[config.mk]
export PLATFORM = sky130hd
export DESIGN_NAME = mod_counter
export DESIGN_NICKNAME = d
export VERILOG_FILES = /design/src/rtl/mod_counter_pkg.sv /design/src/rtl/mod_counter_tick_prescaler.sv /design/src/rtl/mod_counter.sv
export SDC_FILE = /design/constraint.sdc
export NUM_CORES = 1
export LEC_CHECK = 0
export BUFFER_PORTS_ARGS = -buffer_cell sky130_fd_sc_hd__buf_2
export CORE_MARGIN = 3
export CORE_UTILIZATION = 43
export DETAILED_ROUTE_END_ITERATION = 12
export PLACE_DENSITY = 0.67
export SLEW_MARGIN = 20
export SYNTH_ARGS = -nofsm -noshare
export SYNTH_HDL_FRONTEND = slang
export SYNTH_SLANG_ARGS = --single-unit
[constraint.sdc]
create_clock -name clk -period 4.7 [get_ports clk]
set_input_delay 0.705 -clock clk [delete_from_list [all_inputs] [get_ports clk]]
set_output_delay 0.705 -clock clk [all_outputs]
set_load 0.03 [all_outputs]
[src/rtl/mod_counter_pkg.sv]
// mod_counter_pkg: default parameters and width helper shared by the counter slice
package mod_counter_pkg;

    localparam int     DEF_WIDTH  = 8;
    localparam longint DEF_MODULO = 256;
    localparam int     DEF_DIV    = 1;
    localparam longint DEF_INIT   = 0;

    // Minimum of one bit so a DIV=1 prescaler still has a legal vector width
    function automatic int clog2(input int v);
        int r;
        r = 1;
        while ((1 << r) < v) r++;
        return r;
    endfunction

endpackage

[src/rtl/mod_counter_tick_prescaler.sv]
// tick_prescaler: divides enabled cycles by DIV and emits a combinational step tick
module tick_prescaler
    import mod_counter_pkg::*;
#(
    parameter int DIV = DEF_DIV
) (
    input  logic clk,
    input  logic reset,
    input  logic en,
    input  logic clr,
    output logic tick
);

    localparam int            PW   = clog2(DIV);
    localparam logic [PW-1:0] LAST = PW'(DIV - 1);

    logic [PW-1:0] cnt;

    // With DIV=1 LAST is zero, cnt never leaves zero and tick reduces to en
    assign tick = en && cnt == LAST;

    always_ff @(posedge clk or negedge reset)
        if (!reset)
            cnt <= '0;
        else if (clr)
            cnt <= '0;
        else if (en)
            cnt <= tick ? '0 : cnt + PW'(1);

endmodule

[src/rtl/mod_counter.sv]
// mod_counter: up/down modulo counter with prescaler, load, clear, tc pulse and sticky ovf
module mod_counter
    import mod_counter_pkg::*;
#(
    parameter int     WIDTH  = DEF_WIDTH,
    parameter longint MODULO = DEF_MODULO,
    parameter int     DIV    = DEF_DIV,
    parameter longint INIT   = DEF_INIT
) (
    input  logic             clk,
    input  logic             reset,
    input  logic             en,
    input  logic             up,
    input  logic             clear,
    input  logic             load,
    input  logic [WIDTH-1:0] load_val,
    output logic [WIDTH-1:0] out,
    output logic             tc,
    output logic             ovf
);

    localparam logic [WIDTH-1:0] MAXV  = WIDTH'(MODULO - 1);
    localparam logic [WIDTH-1:0] INITV = WIDTH'(INIT);

    logic             tick;
    logic             at_end;
    logic             at_zero;
    logic             wrap;
    logic [WIDTH-1:0] nxt;
    logic [WIDTH-1:0] ld;

    tick_prescaler #(.DIV(DIV)) u_pre (
        .clk   (clk),
        .reset (reset),
        .en    (en),
        .clr   (clear | load),
        .tick  (tick)
    );

    assign at_end  = out == MAXV;
    assign at_zero = out == '0;
    assign wrap    = tick && (up ? at_end : at_zero);
    assign nxt     = up ? (at_end ? '0 : out + WIDTH'(1)) : (at_zero ? MAXV : out - WIDTH'(1));
    assign ld      = load_val > MAXV ? MAXV : load_val;

    always_ff @(posedge clk or negedge reset)
        if (!reset) begin
            out <= INITV;
            tc  <= 1'b0;
            ovf <= 1'b0;
        end else if (clear) begin
            out <= INITV;
            tc  <= 1'b0;
            ovf <= 1'b0;
        end else if (load) begin
            out <= ld;
            tc  <= 1'b0;
        end else begin
            tc  <= wrap;
            ovf <= ovf | wrap;
            if (tick)
                out <= nxt;
        end

endmodule
; Word level (Yosys, flattened, before mapping)
; Index checks and enable logic that the tools add are counted.
[classes]
n_reduce_logical = 5
eq_ne = 2
muxes = 15
add_sub_neg = 3
bitwise_logic = 3
magnitude_cmp = 1
[ops]
columns = operator, count
row1 = $mux 8, 7
row2 = $add 8x1->8 const B, 1
row3 = $eq 8x8->1 const B, 1
row4 = $gt 8x8->1 const B, 1
row5 = $logic_not 8->1, 1
row6 = $mux 1, 8
row7 = $sub 8x1->8 const B, 1
row8 = $reduce_bool 3->1, 1
row9 = $logic_and 1x1->1, 2
row10 = $ne 2x2->1 const B, 1
row11 = $or 1x1->1, 2
row12 = $reduce_bool 2->1, 1
row13 = $add 1x1->1 const B, 1
row14 = $not 1->1, 1
[word_totals]
input_bits = 14
ff_bits = 11

; Depth between registers and ports, before layout
[depth]
ltp_word = 6
depth_mapped = 7

; By module
; Synthesis repeated with hierarchy kept, for this count alone.
[unflattened]
cells_unflattened = 119
area_unflattened_um2 = 1021.0
[by_module_without_submodules]
columns = mod, seq_area_each_um2, area_each_um2, cells_per_inst, instances
row1 = mod_counter, 250.2, 974.7, 116, 1
row2 = tick_prescaler, 25.0, 46.3, 3, 1

; Least setup slack after synthesis
; No wires, ideal clock.
[synth_path]
path_type = register to register
start = register out[1]
end = register out[4]
period_less_slack_ns = 1.746
t_arrival_ns = 1.625
setup_slack_ns = 2.954
setup_time_ns = 0.120
path_buffers = 1
stages_incl_launch_ff = 8
required_ns = 4.580
cell_sequence = dfrtp_1 buf_4 inv_1 ha_1 nor3b_2 a22oi_1 o211ai_1 a31o_2
[synth_between]
elab_chain_len = 6
elab_cells_between_ends = 10
classes_between = add/sub (2) / eq/ne (1) / mux (6) / reduce/logical (1)
[synth_lines]
columns = element, line_no
row1 = start: declaration, mod_counter.sv:17  ; output logic [WIDTH-1:0] out,
row2 = start signal: assignment, mod_counter.sv:56  ; out <= ld;
row3 = start signal: assignment, mod_counter.sv:62  ; out <= nxt;
row4 = $sub 8x1->8 (tied with other cells), mod_counter.sv:43  ; assign nxt = up ? (at_end ? '0 : out + WIDTH'(1)) : (at_zero ? MAXV : out - WIDTH'(1));
row5 = $mux 8, mod_counter.sv:43
row6 = $mux 8 *, mod_counter.sv:43
row7 = $mux 8 *, mod_counter.sv:61  ; if (tick)
row8 = $mux 8 *, mod_counter.sv:55  ; end else if (load) begin
row9 = $mux 8 *, mod_counter.sv:51  ; end else if (clear) begin
; Mark *: on every way between the ends. The rest lies on a longest branch, timed or not. The select of a mux whose other input is x is not followed.
; A chain may end at the register's enable or synchronous reset.

; Worst setup path in the final report
[layout_path]
start = register out[3]
end = output out[3]
; No word-level cell between the ends.

==> flow_metrics.py <==
metrics = {
    "setup_path": {
        "cp.buffers_inverters": 1,
        "rrSetupSlack_ns": 2.82,
        "r2r_cells": 5,
        "worst_ep_required_time_ns": 3.99,
        "cp-start-kind": "register",
        "crit_start": "out[3]$_DFFE_PN0P_",
        "arrival_ns": 1.17,
        "rr_startpoint": "out[1]$_DFFE_PN0P_",
        "critPathTopFamily": "flip-flops",
        "cp_max_fo": 12,
        "crit_path_top_delay_cell": "dfrtp_1",
        "worstReg2RegEnd": "out[5]$_DFFE_PN0P_",
        "path_cells": "buf_2",
        "criticalPathCategory": "register to output pin",
        "cp-end-kind": "output pin",
        "slowest_delay_ns": 0.62,
    },
    "yosys": {
        "synth-main-ff-cell": "dfrtp_1",
        "synth_top_family_by_area": "compound AO/OA/AOI/OAI gates",
        "synth_edf_count": 0,
        "synth_seq_cells": 11,
        "async_reset_ff_share_pct": 100,
        "syn_inst": 116,
        "synthMuxAreaShare_pct": 1.13,
        "synthAdderAreaFrac_pct": 3.78,
        "yosys.area.top_type": "dfrtp_1",
        "yosysMostFrequentCell": "dfrtp_1",
        "syn_area_per_cell_sq_um": 8.55,
        "synth-xor-area-share_pct": 1.77,
        "synth.distinct_cells": 48,
        "synth_compound_area_share_pct": 29.6,
        "yosys.area_share.simple_pct": 25.1,
        "yosysWarnings": 0,
        "yosysTopAreaCellShare_pct": 27.7,
        "ys_top_cells_by_count": "dfrtp_1 (11), a21oi_1 (9), inv_1 (9)",
        "synth_nets": 133,
        "syn-cell-area_sq_um": 992,
        "synth-seq-area-share_pct": 27.7,
        "synthTopCellsByArea": "dfrtp_1 (28%), a21oi_1 (4.5%), buf_6 (4.5%), a22oi_1 (3.8%), ha_1 (3.8%)",
    },
    "global_routing": {
        "grt_pass1_wl_microns": 4550,
        "grt_pass1_vias": 984,
        "grt_antenna_before_repair": 0,
        "grt_max_degree": 13,
        "grt_util_all_layers_pct": 21.3,
        "grt_overflow": 0,
    },
    "timing": {
        "setup_viol_count_final": 0,
        "slew_violations": 0,
        "fin_tns_setup_ns": 0,
        "slew_headroom_pct": 59.3,
        "max_freq_mhz": 533,
        "post-route-min-period_ns": 1.88,
        "rsz0062_at_grt": "false",
        "worst_pin_slew_ns": 0.610,
        "holdWs_ns": 0.292,
        "worst_slack_ns": 2.82,
        "final-hold-violation-count": 0,
        "finClkSkew_ns": 0.00294,
        "fin_crit_sh_pct": 40.0,
    },
    "final_layout": {
        "diodes": 0,
        "multi_input_area_sq_um": 609,
        "drive_gt1_share_pct": 27.6,
        "fillerInstances": 197,
        "seq_area_sq_um": 275,
        "stdcell_count": 161,
        "area_delta_synth_final_pct": 10.3,
        "fin_nets": 152,
        "final_area_sq_um": 1090,
    },
    "drt": {
        "dr_total_vias": 1005,
        "dr.pass1.iters": 4,
        "wire_per_inst_microns": 16.5,
        "ant_nets": 0,
        "first_iter_violations": 37,
        "wirelength_microns": 2660,
        "drc": 0,
        "routed_via_density": 6.24,
    },
    "pwr": {
        "p_per_area_nw_per_um2": 281,
        "vdd_drop_max_uv": 145,
        "leakage_nw": 0.469,
    },
    "clock_network": {
        "clock_latency_ns": 0.27,
        "cts_buffers": 3,
        "cts_root_buffer": "clkbuf_4",
        "holdBufCountCts": 0,
        "cts_resized": 0,
        "h-tree-depth": 1,
        "clock-sinks": 11,
        "cts_buffer_depth": 2,
        "cts_setup_buffers": 0,
        "clkTransAtPathRegs_ns": 0.09,
        "cts_tree": "built",
    },
    "floorplanning": {
        "coreArea_sq_um": 2060,
        "die_h_microns": 54.0,
        "pin_count": 24,
        "initial_core_util_pct": 48.1,
        "rows": 16,
        "die_area_sq_um": 2920,
        "die_x_microns": 54.0,
    },
    "place": {
        "place_area_sq_um": 1070,
        "dp.cells": 157,
        "gp_congestion": 0.847,
        "port_buffers": 23,
        "post-dp-hpwl_microns": 1950,
        "dp_slack_ns": 2.73,
    },
    "flow_run": {
        "maxCapViolCount": 0,
    },
    "run_status": {
        "run_status": "finished, final reports clean",
    },
    "worst_hold_path": {
        "hp-class": "primary input to asynchronous set/reset pin",
    },
}
==> layout by cell type, fill, tap and decap left out, types with 3 or more instances in the layout <==
cell type  instances
inv_1              9
clkbuf_4           3
ha_1               3
dfrtp_1           11
nand3_1            6
nor2_1             6
buf_2             23
a22oi_1            5
o21ai_0            4
a31oi_1            4
a21oi_1            9
nand2_1            6
==> cell families after synthesis <==
group / Yosys count
compound gates: 42
xor+xnor: 2
fa+ha+maj: 3
buf+inv: 18
flops: 11
mux: 1
simple gates: 39
==> where the power goes <==
group | switching (mW) | leakage, nW | internal (mW) | total, mW
clock | 0.0385 | 0.0177 | 0.0315 | 0.0701
sequential | 0.0230 | 0.145 | 0.102 | 0.125
combinational | 0.0685 | 0.306 | 0.0437 | 0.112
total | 0.130 | 0.469 | 0.177 | 0.308
==> area by class of cell <==
cell class / count / area share, %
clock buffer: 3 / 2.06
clock inverter: 1 / 0.457
inverter: 9 / 3.09
multi-input combinational: 87 / 55.7
sequential: 11 / 25.1
tap: 27 / 3.09
timing repair buffer: 23 / 10.5
==> registers in the layout (all words and copies together), names as in the netlist <==
name and cells:
tc 1, u_pre.cnt 1, ovf 1, out 8
==> worst max-delay path by stage <==
stage	endpoint	slack, ns	cells after the start
floorplan	out[4]$_DFFE_PN0P_	2.95	7
global placement	out[2]$_DFFE_PN0P_	2.68	5
detailed placement	out[2]$_DFFE_PN0P_	2.73	5
CTS	out[3]	2.83	1
global route	out[5]$_DFFE_PN0P_	2.66	5
finish	out[3]	2.82	1
==> layer usage <==
metal  up-vias  share of wire, %  track usage [%]
met5         -                 0                0
met4         0               2.3             9.54
met3        10               6.2             3.32
met2        45                45             32.5
met1       473                46             29.2
li1        477                 -                -
==> metrics by stage <==
step	power (mW)	util [%]
3_5_place_dp	0.238	51.8
5_1_grt	0.328	53.1
6_report	0.308	53.1
4_1_cts	0.307	53.1
2_1_floorplan	0.213	-
3_3_place_gp	0.236	51.8
Note: power is estimated with default switching activity, not from simulation.
